### src/rtl/fpu_sequencer.sv
// fpu_sequencer
// Request/response sequencer placed directly in front of the FPU datapath.
// It accepts one operation over a valid/ready handshake and holds funct and
// operands stable on the FPU inputs. Add, sub and mul are timed by a fixed
// latency. Divide is timed by the divider done flag, with a timeout. The
// result is captured into a register and returned over a second valid/ready
// handshake.
//
// Ports:
//   clk, rst_n              clock, asynchronous active-low reset
//   req_valid/req_ready     request handshake
//   req_funct               0 add, 1 sub, 2 div, 3 mul
//   req_a, req_b            single-precision operands
//   fpu_funct/fpu_a/fpu_b   registered operation driven into the FPU
//   fpu_o                   FPU result
//   fpu_div_done            divider finish flag
//   rsp_valid/rsp_ready     response handshake
//   rsp_data                captured result (quiet NaN on timeout)
//   rsp_funct               funct of the captured operation
//   rsp_timeout             divider timed out
module fpu_sequencer #(
  parameter int unsigned ADD_LAT     = 2,
  parameter int unsigned MUL_LAT     = 2,
  parameter int unsigned DIV_TIMEOUT = 64
) (
  input  logic        clk,
  input  logic        rst_n,
  input  logic        req_valid,
  output logic        req_ready,
  input  logic [1:0]  req_funct,
  input  logic [31:0] req_a,
  input  logic [31:0] req_b,
  output logic [1:0]  fpu_funct,
  output logic [31:0] fpu_a,
  output logic [31:0] fpu_b,
  input  logic [31:0] fpu_o,
  input  logic        fpu_div_done,
  output logic        rsp_valid,
  input  logic        rsp_ready,
  output logic [31:0] rsp_data,
  output logic [1:0]  rsp_funct,
  output logic        rsp_timeout
);

  typedef enum logic [1:0] {IDLE, EXEC, RESP} state_t;

  localparam logic [7:0]  ADD_INIT = 8'(ADD_LAT - 1);
  localparam logic [7:0]  MUL_INIT = 8'(MUL_LAT - 1);
  localparam logic [7:0]  DIV_LAST = 8'(DIV_TIMEOUT - 1);
  localparam logic [31:0] QNAN     = 32'h7FC00000;
  localparam logic [1:0]  F_DIV    = 2'd2;
  localparam logic [1:0]  F_MUL    = 2'd3;

  state_t      state, state_nx;
  logic [7:0]  cnt, cnt_nx;
  logic [1:0]  fpu_funct_nx;
  logic [31:0] fpu_a_nx, fpu_b_nx;
  logic [31:0] rsp_data_nx;
  logic [1:0]  rsp_funct_nx;
  logic        rsp_timeout_nx;

  assign req_ready = (state == IDLE);
  assign rsp_valid = (state == RESP);

  always_ff @(posedge clk or negedge rst_n) begin
    if (!rst_n) begin
      state       <= IDLE;
      cnt         <= '0;
      fpu_funct   <= '0;
      fpu_a       <= '0;
      fpu_b       <= '0;
      rsp_data    <= '0;
      rsp_funct   <= '0;
      rsp_timeout <= 1'b0;
    end else begin
      state       <= state_nx;
      cnt         <= cnt_nx;
      fpu_funct   <= fpu_funct_nx;
      fpu_a       <= fpu_a_nx;
      fpu_b       <= fpu_b_nx;
      rsp_data    <= rsp_data_nx;
      rsp_funct   <= rsp_funct_nx;
      rsp_timeout <= rsp_timeout_nx;
    end
  end

  always_comb begin
    state_nx       = state;
    cnt_nx         = cnt;
    fpu_funct_nx   = fpu_funct;
    fpu_a_nx       = fpu_a;
    fpu_b_nx       = fpu_b;
    rsp_data_nx    = rsp_data;
    rsp_funct_nx   = rsp_funct;
    rsp_timeout_nx = rsp_timeout;

    unique case (state)
      IDLE: begin
        if (req_valid) begin
          fpu_funct_nx = req_funct;
          fpu_a_nx     = req_a;
          fpu_b_nx     = req_b;
          rsp_funct_nx = req_funct;
          state_nx     = EXEC;
          // Fixed-latency ops count down to zero; divide counts up from zero.
          unique case (req_funct)
            F_DIV:   cnt_nx = '0;
            F_MUL:   cnt_nx = MUL_INIT;
            default: cnt_nx = ADD_INIT;
          endcase
        end
      end

      EXEC: begin
        if (fpu_funct == F_DIV) begin
          // The first EXEC cycle (cnt == 0) may still see the done flag left
          // over from the previous division, so it is not trusted there.
          // A done flag on the timeout cycle takes priority over the timeout.
          if (cnt != '0 && fpu_div_done) begin
            rsp_data_nx    = fpu_o;
            rsp_timeout_nx = 1'b0;
            cnt_nx         = '0;
            state_nx       = RESP;
          end else if (cnt == DIV_LAST) begin
            rsp_data_nx    = QNAN;
            rsp_timeout_nx = 1'b1;
            cnt_nx         = '0;
            state_nx       = RESP;
          end else begin
            cnt_nx = cnt + 8'd1;
          end
        end else begin
          if (cnt == '0) begin
            rsp_data_nx    = fpu_o;
            rsp_timeout_nx = 1'b0;
            state_nx       = RESP;
          end else begin
            cnt_nx = cnt - 8'd1;
          end
        end
      end

      RESP: begin
        if (rsp_ready) state_nx = IDLE;
      end

      default: state_nx = IDLE;
    endcase
  end

endmodule

### config.mk
export PLATFORM = sky130hd
export DESIGN_NAME = fpu_sequencer
export DESIGN_NICKNAME = d
export VERILOG_FILES = /design/src/rtl/fpu_sequencer.sv
export SDC_FILE = /design/constraint.sdc
export NUM_CORES = 1
export LEC_CHECK = 0
export ABC_AREA = 1
export CORE_ASPECT_RATIO = 1.5
export CORE_MARGIN = 1.5
export CORE_UTILIZATION = 46
export DETAILED_ROUTE_END_ITERATION = 8
export PLACE_DENSITY = 0.83
export REMOVE_ABC_BUFFERS = 1
export SETUP_SLACK_MARGIN = 0.2
export SKIP_CTS_REPAIR_TIMING = 1
export SYNTH_ARGS = -nofsm -noshare
export SYNTH_HDL_FRONTEND = slang
export SYNTH_SLANG_ARGS = --single-unit
### constraint.sdc
create_clock -name clk -period 2.3 [get_ports clk]
set_input_delay 0.46 -clock clk [delete_from_list [all_inputs] [get_ports clk]]
set_output_delay 0.46 -clock clk [all_outputs]
set_load 0.01 [all_outputs]
# Word-level counts from Yosys, hierarchy flattened
# Index checks and enable logic that the tools add are counted.
# W data, S select, Z words.
# totals
ff_bits	109
latch_bits	0
ram_bits	0
romBits	0
n_memories	0
# op_classes
addsub	2
mul	0
n_div	0
order_cmp	0
n_eq_ne	11
shift	0
muxes	22
bitwise_logic	0
reduce_logical	10
# ops
operator	count
$mux W32	4
$mux W8	5
$pmux W8 S2	1
$mux W2	6
$add A8 B1 Y8 const B	1
$eq A8 B6 Y1 const B	1
$logic_not A8 Y1	1
$reduce_bool A8 Y1	1
$sub A8 B1 Y8 const B	1
$eq A2 B2 Y1 const B	3
$ne A3 B3 Y1 const B	2
$pmux W2 S3	1
$reduce_and A3 Y1	2
$mux W1	5
$ne A4 B4 Y1 const B	1
$reduce_and A4 Y1	1
$reduce_bool A2 Y1	2
$ne A3 B1 Y1 const B	1
$eq A2 B1 Y1 const B	1
$logic_not A2 Y1	1
$ne A2 B1 Y1 const B	1
$ne A2 B2 Y1 const B	1
$reduce_and A2 Y1	1
$logic_and A1 B1 Y1	1

# Depth between registers and ports, before layout
# logic_depth
depth_word	5
mapped_depth	10
depth_no_buf	10

# Worst setup path after synthesis
# OpenSTA, ideal clock, no wires.
# synth_timing
kind	reg2reg
startpoint	register cnt[0]
endpoint	register state[1]
t_arrival_ns	1.419
required_ns	2.172
path_slack_ns	0.754
stages_incl_launch_ff	9
path_cell_list	dfrtp_1 -> inv_1 -> ha_1 -> nand2_2 -> o21ai_4 -> nand3_2 -> nand3_4 -> buf_6 -> o31ai_1
# synth_between
elab_chain_cells	5
word_cells_on_any_way	10
cone_classes	eq/ne: 3; mux: 3; reduce/logical: 4
# synth_rtl
item	line_no	text
start, declared	55	logic [7:0] cnt, cnt_nx;
start signal, assigned	77	cnt <= cnt_nx;
$reduce_bool A8 Y1	119	if (cnt != '0 && fpu_div_done) begin
$logic_and A1 B1 Y1	119	
$mux W2	119	
$mux W2	115	if (fpu_funct == F_DIV) begin
$pmux W2 S3	97	unique case (state)
end signal, assigned	76	state <= state_nx;
end, declared	54	state_t state, state_nx;
# Several ways; a longest one is shown, not always the timed one.
# A chain may end at the register's enable or synchronous reset.

# Worst setup path after layout
# layout_timing
startpoint	register state[0]
endpoint	output port req_ready
# layout_between
elab_chain_cells	1
# layout_rtl
item	line_no	text
$logic_not A2 Y1	62	assign req_ready = (state == IDLE);
end, declared	29	output logic req_ready,
# No other way between the ends.

==> results.sh <==
export IMPL_tns_ns=0
export IMPL_drv_cap=0
export IMPL_ios=206
export IMPL_synthCells=454
export IMPL_viasPerCell=5.03
export IMPL_status="finished clean"
export IMPL_irDropWorstVdd_mv=1.21
export IMPL_p_seq_share_pct=33.7
export IMPL_relSlewSlack_pct=56.6
export IMPL_comb_power_share_pct=51.6
export IMPL_worstHoldPathType="in -> async"
export IMPL_worstMarginPinSlew_ns=0.651
export IMPL_max_freq_ghz=0.497
export IMPL_r2r_slack_ns=0.39
export IMPL_clock_sinks=109
export IMPL_ant_nets=0
export IMPL_finalClockSkew_ns=0.00855
export IMPL_io_buffers=205
export IMPL_numCtsBuffers=9
export IMPL_stdcell_count=797
export IMPL_vias=4007
export IMPL_crit_path_start="state[0]"
export IMPL_ctsRootBufferMaster="clkbuf_16"
export IMPL_fp_row_count=45
export IMPL_clock_path_buffers=2
export IMPL_utilization_pct=71.7
export IMPL_syn_area_sq_um=4860
export IMPL_wire_per_inst_um=16.0
export IMPL_clock_latency_ns=0.33
export IMPL_dr_wl_met3_um=879
export IMPL_timing_rr_end="cnt[1]"
export IMPL_worst_ep_arrival_time_ns=1.55
export IMPL_drt_initial_drc_count=159
export IMPL_die_w_um=86.9
export IMPL_worstSetupEndpointType="output port"
export IMPL_async_flop_share_pct=100
export IMPL_drive_gt1_share_pct=15.2
export IMPL_core_area_sq_um=10200
export IMPL_fin_crit_sh_pct=87.6
export IMPL_synth_area_top_cells="dfrtp_1 (56%), mux2_2 (15%), nand2_1 (9.5%)"
export IMPL_grt_pass1_vias=4058
export IMPL_slew_violations=0
export IMPL_r2r_start="cnt[0]"
export IMPL_dieArea_sq_um=11200
export IMPL_nFillCells=755
export IMPL_antenna_found_initial=0
export IMPL_yosysSeqAreaShare_pct=56.1
export IMPL_switchingPower_w=0.00369
export IMPL_cp_start_kind="flip-flop"
export IMPL_synth_top_area_share_pct=56.1
export IMPL_synth_seq_cells=109
export IMPL_hpwl_mm=9.50
export IMPL_clockPowerShare_pct=14.7
export IMPL_grt_max_degree=69
export IMPL_swShare_pct=36.1
export IMPL_crit_required_ns=1.84
export IMPL_rr_worst_depth=7
export IMPL_drc_errors=0
export IMPL_clk_pin_slew_worst_paths_ns=0.07
export IMPL_num_nets_final=760
export IMPL_area_growth_syn_to_layout_pct=50.2
export IMPL_antenna_cells=0
export IMPL_globalRouteOverflowTotal=0
export IMPL_grt_pass1_wl_mm=20.2
export IMPL_met1_length_mm=4.60
export IMPL_routed_top_layer="met4"
export IMPL_power_density_nw_per_um2=1400
export IMPL_synth_top_area_cell="dfrtp_1"
export IMPL_die_h_um=129
export IMPL_p_int_w=0.00653
export IMPL_hold_viol_final=0
export IMPL_ys_warnings_count=0
export IMPL_start_util_pct=47.7
export IMPL_fin_hold_ws_ns=0.103
export IMPL_setup_viol=0
export IMPL_routabilityCongestion=0.954
export IMPL_cts_tree="yes"
export IMPL_synth_edf_count=0
export IMPL_dp_cells=784
export IMPL_synth_cell_type_count=31
export IMPL_drtPass1Iterations=4
export IMPL_rsz0062_at_grt="false"
export IMPL_drt_wl_total_mm=12.8
export IMPL_path_class="reg -> out"
export IMPL_synthFlopType="dfrtp_1"
export IMPL_h_tree_depth=3
export IMPL_post_synth_top_count_cell="nand2_1"
export IMPL_p_leak_nw=3.28
export IMPL_dr_wl_met2_mm=7.00
export IMPL_post_route_min_period_ns=2.01
export IMPL_avgSynthCellArea_sq_um=10.7
export IMPL_worstPathMaxFanout=6
export IMPL_track_usage_pct=23.1
export IMPL_synth_commonest_cells="nand2_1 (123), dfrtp_1 (109), mux2_2 (65)"
[power groups by stage]
| stage | clock network (W) | registers (W) | logic [W] |
|---|---|---|---|
| finish | 0.00150 | 0.00344 | 0.00527 |
| global placement | 0 | 0.00342 | 0.00515 |
| detailed placement | 0 | 0.00348 | 0.00530 |
| CTS | 0.00154 | 0.00345 | 0.00531 |
| global route | 0.00162 | 0.00356 | 0.00572 |
| floorplan | 0 | 0.00383 | 0.00221 |
[worst max-delay path: stages, from the launching register on]
cell and delay (ns):
dfrtp_1 0.45, nor2_1 0.20, clkdlybuf4s50_1 0.57
[state kept, by name, summed over array words and instances, names as in the netlist]
register	flops
cnt	8
fpu_a	32
fpu_b	32
rsp_data	32
rsp_funct	2
rsp_timeout	1
state	2
[routing by layer]
metal,GRT usage (%),vias up
met5,0,-
met4,7.87,0
met3,5.32,19
met2,42.7,166
met1,25.5,1915
li1,-,1907
[per-stage QoR]
stage	power, W	area (sq um)	setup WS [ns]
after floorplan	0.00604	4700	-0.288
after global placement	0.00858	7020	0.455
after detailed placement	0.00878	7020	0.420
after CTS	0.0103	7300	0.272
after global routing	0.0109	7300	0.220
final	0.0102	7300	0.286
[cell type report]
type                            count  area, sq um  area share (%)
Clock buffer                       10          239            3.27
Inverter                           26         97.6            1.34
Multi-Input combinational cell    294         1870            25.7
Timing Repair Buffer              214         2140            29.3
Clock inverter                      3         46.3           0.634
Tap cell                          141          176            2.42
Sequential cell                   109         2730            37.4
[how the worst max path moves through the flow]
stage                         endpoint  slack [ns]  cells after the start
after floorplan               fpu_a[0]       -0.29                      3
after global routing         req_ready        0.22                      2
after CTS                    req_ready        0.27                      2
after detailed placement  rsp_data[23]        0.42                      6
after global placement          cnt[1]        0.45                      7
final                        req_ready        0.29                      2
[layout by cell type (no fill, tap or decap)]
master	n
nand2_4	1
o211ai_1	1
o21bai_1	5
clkinvlp_4	1
nand2_2	2
nor2_4	3
inv_2	1
clkbuf_8	1
dfrtp_1	109
nor2_2	1
bufinv_16	1
inv_1	25
o2111ai_1	1
ha_1	3
buf_4	8
nand3_1	21
o21ai_1	1
nor3_1	2
xnor2_1	2
inv_6	1
clkdlybuf4s50_1	204
xor2_1	2
nand4_1	32
nand3_2	1
o21ai_0	7
o21ai_4	2
mux2_2	65
nand3_4	1
buf_12	2
nor2_1	16
o31ai_1	1
a21oi_1	2
clkbuf_16	9
nand2_1	122
[cells by family (layout without fill, tap and decap cells)]
| group | after synthesis | count (layout) | share of synthesized area, % |
|---|---|---|---|
| AND/OR/NAND/NOR | 202 | 202 | 19.0 |
| flip-flops | 109 | 109 | 56.1 |
| multiplexers | 65 | 65 | 15.1 |
| buffers and inverters | 51 | 253 | 5.43 |
| AO/OA/AOI/OAI | 20 | 20 | 2.96 |
| XOR/XNOR | 4 | 4 | 0.721 |
| adder cells (fa/ha/maj) | 3 | 3 | 0.772 |
Power figures use the tool's default switching activity.
